`src/rtl/md_pad_pkg.sv`:
```
// Shared Mega Drive pad definitions: button indices, phase codes, line order.
// pad_lines() is the single source of truth for what each phase puts on D5..D0.
package md_pad_pkg;

    localparam int BTN_R     = 0;
    localparam int BTN_L     = 1;
    localparam int BTN_D     = 2;
    localparam int BTN_U     = 3;
    localparam int BTN_B     = 4;
    localparam int BTN_C     = 5;
    localparam int BTN_A     = 6;
    localparam int BTN_START = 7;
    localparam int BTN_MODE  = 8;
    localparam int BTN_X     = 9;
    localparam int BTN_Y     = 10;
    localparam int BTN_Z     = 11;

    localparam logic [2:0] PH_IDLE_H = 3'd0;
    localparam logic [2:0] PH_ID     = 3'd5;
    localparam logic [2:0] PH_EXT    = 3'd6;

    localparam int D0 = 0;
    localparam int D1 = 1;
    localparam int D2 = 2;
    localparam int D3 = 3;
    localparam int D4 = 4;
    localparam int D5 = 5;

    // Active-low line image for a phase; 0 = driven low, 1 = released.
    function automatic logic [5:0] pad_lines(input logic [2:0] ph, input logic [11:0] btn);
        logic [5:0] lines;
        lines = '1;
        if (ph[0]) begin
            lines[D4] = ~btn[BTN_A];
            lines[D5] = ~btn[BTN_START];
        end else begin
            lines[D4] = ~btn[BTN_B];
            lines[D5] = ~btn[BTN_C];
        end
        case (ph)
            3'd1, 3'd3: begin
                lines[D0] = ~btn[BTN_U];
                lines[D1] = ~btn[BTN_D];
                lines[D2] = 1'b0;
                lines[D3] = 1'b0;
            end
            PH_ID: begin
                lines[D0] = 1'b0;
                lines[D1] = 1'b0;
                lines[D2] = 1'b0;
                lines[D3] = 1'b0;
            end
            PH_EXT: begin
                lines[D0] = ~btn[BTN_Z];
                lines[D1] = ~btn[BTN_Y];
                lines[D2] = ~btn[BTN_X];
                lines[D3] = ~btn[BTN_MODE];
            end
            3'd7: ;
            default: begin
                lines[D0] = ~btn[BTN_U];
                lines[D1] = ~btn[BTN_D];
                lines[D2] = ~btn[BTN_L];
                lines[D3] = ~btn[BTN_R];
            end
        endcase
        return lines;
    endfunction

endpackage

```
`src/rtl/md_pad_responder_if.sv`:
```
// Pad-side bundle between a DB9 host (master) and the pad responder (slave).
// Host drives select, mode and button image; responder returns lines and debug state.
interface md_pad_responder_if;
    logic        pad_sel;
    logic        six_btn_en;
    logic [11:0] buttons;
    logic [5:0]  pad_out;
    logic [2:0]  phase;
    logic        id_strobe;

    modport master (output pad_sel, six_btn_en, buttons, input pad_out, phase, id_strobe);
    modport slave  (input pad_sel, six_btn_en, buttons, output pad_out, phase, id_strobe);
endinterface

```
`src/rtl/md_sel_sync.sv`:
```
// Synchronizes the asynchronous select line and flags each level change.
// Latency SYNC_STAGES cycles to sel_s, edge flagged in the cycle sel_s changes; no backpressure.
module md_sel_sync #(
    parameter int STAGES = 2
) (
    input  logic clk_sys,
    input  logic RESET_N,
    input  logic sel_a,
    output logic sel_s,
    output logic sel_edge
);
    logic [STAGES-1:0] sync_q;
    logic              sel_d;

    always_ff @(posedge clk_sys or negedge RESET_N) begin
        if (!RESET_N) begin
            sync_q <= '1;
            sel_d  <= 1'b1;
        end else begin
            sync_q <= {sync_q[STAGES-2:0], sel_a};
            sel_d  <= sync_q[STAGES-1];
        end
    end

    assign sel_s    = sync_q[STAGES-1];
    assign sel_edge = sel_s ^ sel_d;
endmodule

```
`src/rtl/md_pad_responder.sv`:
```
// Mega Drive pad device side: tracks the host's select phase and drives D5..D0.
// Select edge to pad_out in SYNC_STAGES+2 cycles, buttons in 1; host cannot be stalled.
module md_pad_responder
    import md_pad_pkg::*;
#(
    parameter int TIMEOUT_CYCLES = 18000,
    parameter int SYNC_STAGES    = 2
) (
    input logic               clk_sys,
    input logic               RESET_N,
    md_pad_responder_if.slave pad
);
    localparam int             CW       = $clog2(TIMEOUT_CYCLES);
    localparam logic [CW-1:0]  TMO_LAST = CW'(TIMEOUT_CYCLES - 1);

    logic          sel_s;
    logic          sel_edge;
    logic [2:0]    phase_q, phase_nxt, sel_ph;
    logic [CW-1:0] tmo_cnt, tmo_nxt;
    logic [5:0]    pad_out_q;
    logic          strobe_q;

    md_sel_sync #(.STAGES(SYNC_STAGES)) u_sel_sync (
        .clk_sys  (clk_sys),
        .RESET_N  (RESET_N),
        .sel_a    (pad.pad_sel),
        .sel_s    (sel_s),
        .sel_edge (sel_edge)
    );

    // Edge increment beats both the timeout and the parity resync.
    always_comb begin
        phase_nxt = phase_q;
        tmo_nxt   = tmo_cnt;
        sel_ph    = {2'b00, ~sel_s};
        if (sel_edge) begin
            tmo_nxt = '0;
        end else if (tmo_cnt != TMO_LAST) begin
            tmo_nxt = tmo_cnt + 1'b1;
        end
        if (!pad.six_btn_en) begin
            phase_nxt = sel_ph;
        end else if (sel_edge) begin
            phase_nxt = phase_q + 3'd1;
        end else if (tmo_cnt == TMO_LAST || phase_q[0] == sel_s) begin
            phase_nxt = sel_ph;
        end
    end

    always_ff @(posedge clk_sys or negedge RESET_N) begin
        if (!RESET_N) begin
            phase_q   <= PH_IDLE_H;
            tmo_cnt   <= '0;
            pad_out_q <= 6'h3F;
            strobe_q  <= 1'b0;
        end else begin
            phase_q   <= phase_nxt;
            tmo_cnt   <= tmo_nxt;
            pad_out_q <= pad_lines(phase_q, pad.buttons);
            strobe_q  <= (phase_q == 3'd4) && (phase_nxt == PH_ID);
        end
    end

    assign pad.pad_out   = pad_out_q;
    assign pad.phase     = phase_q;
    assign pad.id_strobe = strobe_q;
endmodule

```
`src/flat_wrapper.sv`:
```
// flat-port wrapper written by rule: the top's interface ports become plain ports
module md_pad_responder_flat import md_pad_pkg::*;
#(
    parameter int TIMEOUT_CYCLES = 18000,
    parameter int SYNC_STAGES    = 2
)
  (clk_sys, RESET_N, pad_pad_sel, pad_six_btn_en, pad_buttons, pad_pad_out, pad_phase, pad_id_strobe);
  md_pad_responder_if pad_i ();
  input logic clk_sys;
  input logic RESET_N;
  input wire logic [$bits(pad_i.pad_sel)-1:0] pad_pad_sel;
  input wire logic [$bits(pad_i.six_btn_en)-1:0] pad_six_btn_en;
  input wire logic [$bits(pad_i.buttons)-1:0] pad_buttons;
  output wire logic [$bits(pad_i.pad_out)-1:0] pad_pad_out;
  output wire logic [$bits(pad_i.phase)-1:0] pad_phase;
  output wire logic [$bits(pad_i.id_strobe)-1:0] pad_id_strobe;
  assign pad_i.pad_sel = pad_pad_sel;
  assign pad_i.six_btn_en = pad_six_btn_en;
  assign pad_i.buttons = pad_buttons;
  assign pad_pad_out = pad_i.pad_out;
  assign pad_phase = pad_i.phase;
  assign pad_id_strobe = pad_i.id_strobe;
  md_pad_responder #(.TIMEOUT_CYCLES(TIMEOUT_CYCLES), .SYNC_STAGES(SYNC_STAGES)) u_core (.clk_sys(clk_sys), .RESET_N(RESET_N), .pad(pad_i));
endmodule
```
`config.mk`:
```
export PLATFORM = sky130hd
export DESIGN_NAME = md_pad_responder_flat
export DESIGN_NICKNAME = d
export VERILOG_FILES = /design/src/rtl/md_pad_pkg.sv /design/src/rtl/md_pad_responder_if.sv /design/src/rtl/md_sel_sync.sv /design/src/rtl/md_pad_responder.sv /design/src/flat_wrapper.sv
export SDC_FILE = /design/constraint.sdc
export NUM_CORES = 1
export LEC_CHECK = 0
export CORE_UTILIZATION = 65
export CTS_BUF_LIST = sky130_fd_sc_hd__clkbuf_8
export CTS_CLUSTER_DIAMETER = 200
export CTS_CLUSTER_SIZE = 24
export DETAILED_ROUTE_END_ITERATION = 10
export DONT_BUFFER_PORTS = 1
export GPL_TIMING_DRIVEN = 0
export PLACE_DENSITY = 0.81
export SKIP_LAST_GASP = 1
export SLEW_MARGIN = 10
export SYNTH_ARGS = -nofsm -noshare
export SYNTH_HDL_FRONTEND = slang
export SYNTH_SLANG_ARGS = --single-unit
```
`constraint.sdc`:
```
create_clock -name clk_sys -period 2.05 [get_ports clk_sys]
set_input_delay 0.615 -clock clk_sys [delete_from_list [all_inputs] [get_ports clk_sys]]
set_output_delay 0.615 -clock clk_sys [all_outputs]
set_load 0.01 [all_outputs]
```
## After elaboration in Yosys (flattened, before gate mapping)

Index checks and enable logic that the tools add are counted.
Widths: inputs -> output; s select.

- $add $sub $neg: 2
- Multiply operators: 0
- Divide/modulo/power cells: 0
- $lt $le $gt $ge: 0
- Eq/ne operators: 10
- Shift operators: 0
- Multiplexer cells: 7
- Bitwise logic cells: 14
- Reduce and logical (&&, ||, !) cells: 4

Operators with widths:

| kind | count |
|---|---|
| $mux 15 | 2 |
| $pmux 4 s4 | 1 |
| $add 15x1->15 const B | 1 |
| $eq 15x15->1 const B | 1 |
| $eq 3x3->1 const B | 5 |
| $ne 15x15->1 const B | 1 |
| $not 1->1 | 13 |
| $mux 3 | 3 |
| $add 3x1->3 const B | 1 |
| $eq 3x1->1 const B | 1 |
| $eq 3x2->1 const B | 1 |
| $mux 2 | 1 |
| $reduce_bool 2->1 | 1 |
| $reduce_or 2->1 | 1 |
| $eq 1x1->1 | 1 |
| $logic_and 1x1->1 | 1 |
| $logic_or 1x1->1 | 1 |
| $xor 1x1->1 | 1 |

- Flip-flop bits (word level): 28
- Bits in latches: 0
- Memory bits (writable): 0
- Bits in read-only memories: 0
- Bits of input ports: 16
- Output and inout port bits: 10
- Word-level logic and storage cells: 43
- Memories: 0

## Longest topological paths before layout

- Word-level depth: 7
- Depth in mapped cells: 6
- Gate-level depth less buffers: 6

## Cells and area by module

From an unflattened synthesis, not the netlist that was laid out.

- Cell total of the unflattened synthesis: 132
- Area total of the unflattened synthesis: 1,383.8 sq um

Modules (own cells, without submodules):

| module | times used | cells each | area each (sq um) | seq. area each (sq um) |
|---|---|---|---|---|
| md_pad_responder | 1 | 128 | 1,296.2 | 633.1 |
| md_sel_sync | 1 | 4 | 87.6 | 78.8 |

## Worst setup path after synthesis

OpenSTA, ideal clock, no wires.

- Kind: flip-flop to flip-flop
- Start point: reg u_core.u_sel_sync.sync_q[1]
- End point: reg u_core.strobe_q (netlist: u_core.pad.id_strobe)
- Setup time: 0.121 ns
- Arrival: 1.431 ns
- Data required time: 1.929 ns
- Slack: 0.498 ns
- Cell stages (with the launch flop): 6
- Path buffers: 1
- Period minus slack after synthesis: 1.552 ns
- Cells stage by stage: dfstp_2 clkbuf_2 xor2_1 and3_2 a41o_1 and4bb_1

- Word-level cells in the longest chain between the ends: 7
- Elaborated cells between the ends (all ways): 9
- Classes of those cells: 2 x eq/ne; 3 x mux; 2 x bitwise; 2 x reduce/logical

Ends and longest elaborated chain:

| item | line | source |
|---|---|---|
| from (decl) | md_sel_sync.sv:12 | `logic [STAGES-1:0] sync_q;` |
| from (signal assigned) | md_sel_sync.sv:20 | `sync_q <= {sync_q[STAGES-2:0], sel_a};` |
| $eq 1x1->1 | md_pad_responder.sv:45 | `end else if (tmo_cnt == TMO_LAST \|\| phase_q[0] == sel_s) begin` |
| $logic_or 1x1->1 | md_pad_responder.sv:45 |  |
| $mux 3 | md_pad_responder.sv:45 |  |
| $mux 3 (*) | md_pad_responder.sv:43 | `end else if (sel_edge) begin` |
| $mux 3 (*) | md_pad_responder.sv:41 | `if (!pad.six_btn_en) begin` |
| named net u_core.phase_nxt[1] | md_pad_responder.sv:18 | `logic [2:0] phase_q, phase_nxt, sel_ph;` |
| $eq 3x3->1 (*) | md_pad_responder.sv:60 | `strobe_q <= (phase_q == 3'd4) && (phase_nxt == PH_ID);` |
| $logic_and 1x1->1 (*) | md_pad_responder.sv:60 |  |
| to (signal assigned) | md_pad_responder.sv:60 |  |
| to (decl) | md_pad_responder.sv:21 | `logic strobe_q;` |

The timed path passes the listed nets; every way through them passes the cells marked *.
A chain may end at the register's enable or synchronous reset.

## Final worst setup path

- Start point: reg u_core.u_sel_sync.sync_q[1]
- End point: reg u_core.tmo_cnt[9]

- Word-level cells in the longest chain between the ends: 2
- Elaborated cells between the ends (all ways): 3
- Classes of those cells: 1 x mux; 1 x bitwise; 1 x reduce/logical

Ends and longest elaborated chain:

| item | line | source |
|---|---|---|
| $xor 1x1->1 (*) | md_sel_sync.sv:26 | `assign sel_edge = sel_s ^ sel_d;` |
| $mux 15 / $reduce_bool 2->1 (equally long branches) | n/a |  |
| to (signal assigned) | md_pad_responder.sv:58 | `tmo_cnt <= tmo_nxt;` |
| to (decl) | md_pad_responder.sv:19 | `logic [CW-1:0] tmo_cnt, tmo_nxt;` |

Every way passes the cells marked *; elsewhere a longest branch is shown, timed or not.

==> out/qor.txt <==
Max Cap Violations = 0
post-synthesis compound-gate area fraction = 8.68%
IO Port Bufs = 0
Post-Synthesis Cells = 130
DRC = 0
Final Hold Viols = 0
Clk pin slew, worst setup/hold paths = 90 ps
dpl hpwl = 1.77 mm
Worst Setup Path Type = register to register
Post-synth EDFFs = 0
Arrival @ worst endpoint = 1930 ps
final critical-path share of the clock period = 87.5%
count leader, synth = dfrtp_1
dominant register cell in the synthesized netlist = dfrtp_1
Final min period = 1790 ps
footprint of the multi-input gates = 664 um^2
first-pass GRT wire length = 4.44 mm
largest net degree at the start of global routing = 29
DR iter-0 viols = 7
vias in the first global route = 1,004
Synth cell types = 38
fill count = 133
top post-synthesis cells by count = dfrtp_1 (19), nor2_1 (18), dfstp_2 (9), xor2_1 (9)
Clock Sinks = 28
routed len/inst = 15.6 um
worst stage delay on the critical path = 540 ps
multiplexer area fraction after synthesis = 2.13%
Avg Cell Area, Syn = 10.9 um^2
GR Overflow Total = 0
Setup TNS Final = 0 ps
Post-CTS Resized = 0
storage element area = 712 um^2
initial antenna violation count = 0
Clock Path Buffers = 2
Die Wd = 48.6 um
FF-to-FF setup slack = 260 ps
core area = 2000 um^2
net count after synthesis = 153
Layout Utilization = 75.8%
Critical Path Source Type = register
worst setup margin = 257 ps
number of buffers created by CTS = 3
Async S/R FF share, synth = 100%
Std-Cell Rows = 16
NumNets Final = 158
Worst Tran Pin Value = 458 ps
Hold Crit Class = input port to asynchronous set/reset pin
pre-CTS setup slack = 263 ps
fmax = 0.558 GHz
required time of the worst setup path = 2190 ps
Setup violations, final = 0
R2R depth = 4
FF-to-FF End = u_core.tmo_cnt[9]
postcts setup bufs = 0
All-Layer GR Usage = 24.5%
synth top area cells = dfrtp_1 (34%), dfstp_2 (17%), ha_1 (6.2%), xor2_1 (5.6%), nor2_1 (4.8%)
Worst Setup SP = u_core.u_sel_sync.sync_q[1]
Layout area overhead = 7.44%
sequential area share after synthesis = 50.4%
power per standard cell area = 748 nW/um^2
ANT nets after route = 0
Synth Cell Area = 1410 um^2
Slew HR = 69.5%
Synth area leader = dfrtp_1
hold_buf cts = 0
CTS tree = done
synthesized-area fraction occupied by and/or/nand/nor cells = 23.2%
crit-path max FO = 10
clk root buf = clkbuf_8
Crit. End Element = register
n_diodes = 0
Die Ht = 48.6 um
status = completed
starting density of the core = 70.6%
share of layout cells above drive strength 1 = 18.7%
Setup Skew = 2.13 ps
WL final = 2.51 mm
Synth Area in Adders = 6.20%
H-tree depth = 1
I/O pin cnt = 26
Slew Viols, Final = 0
die area = 2360 um^2
Reg-to-Reg Start = u_core.u_sel_sync.sync_q[1]
GPL Wtd Cong = 0.782
Peak VDD IR = 0.612 mV
worst-skew pair later-pin latency = 270 ps
Synth top area share = 33.7%
Synth Area in XOR/XNOR = 6.82%
DR vias/cell = 5.93
Slowest cell on crit path = dfstp_2
leak pwr = 0.700 nW
YS warnings = 0
largest family of logic cells by synthesized area = simple AND/OR/NAND/NOR gates
Critical Path, Cell by Cell = clkbuf_2 -> xor2_1 -> clkbuf_1 -> nor2_1
unrepaired setup endpoints after global routing = no
flops & latches, synth = 28
via count = 955
router iterations before antenna repair = 4
[per-stage QoR]
step	hold WS [ps]	std cells	power (W)	instance area [um^2]
after floorplan	319	130	0.000695	1410
after global routing	13.1	161	0.00118	1520
after CTS	20.4	161	0.00115	1520
after detailed placement	320	157	0.000718	1450
final	24.7	161	0.00114	1520
after global placement	320	157	0.000710	1450
[cell type report]
type                       count  area share, %
clock buffer                   3           2.72
tap                           27           2.23
multi-input combinational     95           43.8
inverter                       3          0.742
sequential                    28           46.9
clock inverter                 1           1.98
buffer                         4           1.65
[report_power, final]
part / switching [W] / internal (W)
registers: 0.0000352 / 0.000592
logic: 0.0000428 / 0.0000381
clock network: 0.000167 / 0.000261
[cell families (layout without fill, tap and decap cells)]
kind of cell | count (synthesis) | after routing
mux | 3 | 3
compound gates | 20 | 20
flops | 28 | 28
simple gates | 54 | 54
xor+xnor | 11 | 11
fa+ha+maj | 7 | 7
buf+inv | 7 | 11
[how the worst max path moves through the flow]
stage	endpoint	slack [ps]
6_report	u_core.tmo_cnt[9]	260
5_1_grt	u_core.tmo_cnt[9]	120
4_1_cts	u_core.tmo_cnt[9]	210
3_5_place_dp	u_core.tmo_cnt[9]	260
3_3_place_gp	u_core.tmo_cnt[1]	330
2_1_floorplan	u_core.pad.id_strobe	500
[worst max-delay path: cells and delay by family, from the launching register on]
family,cells,cell delay (ps)
simple gates,1,130
buf+inv,2,590
xor+xnor,1,400
flops,1,540
[per-layer routing]
metal | up-vias | track usage (%) | routed length (um)
met5 | - | 0 | 0
met4 | 0 | 9.31 | 40
met3 | 6 | 4.40 | 83
met2 | 23 | 44.0 | 1310
met1 | 459 | 29.1 | 1070
li1 | 467 | - | -
[cells in the final DEF, fill, tap and decap left out, types with 3 or more instances in the layout]
cell type,count
dfrtp_1,19
inv_1,3
nor2_1,18
clkbuf_8,3
a21oi_1,6
nand3_1,3
xor2_1,9
o21ai_0,6
nand4_1,6
nand2_1,7
dfstp_2,9
ha_1,7
mux2i_1,3
[flip-flops by register name, indices dropped and copies added, names as in the netlist]
signal and cells:
u_core.tmo_cnt 15, u_core.pad.pad_out 6, u_core.pad.phase 3, u_core.u_sel_sync.sync_q 2, u_core.pad.id_strobe 1, u_core.u_sel_sync.sel_d 1
No activity file was read; power rests on OpenSTA's default activity.
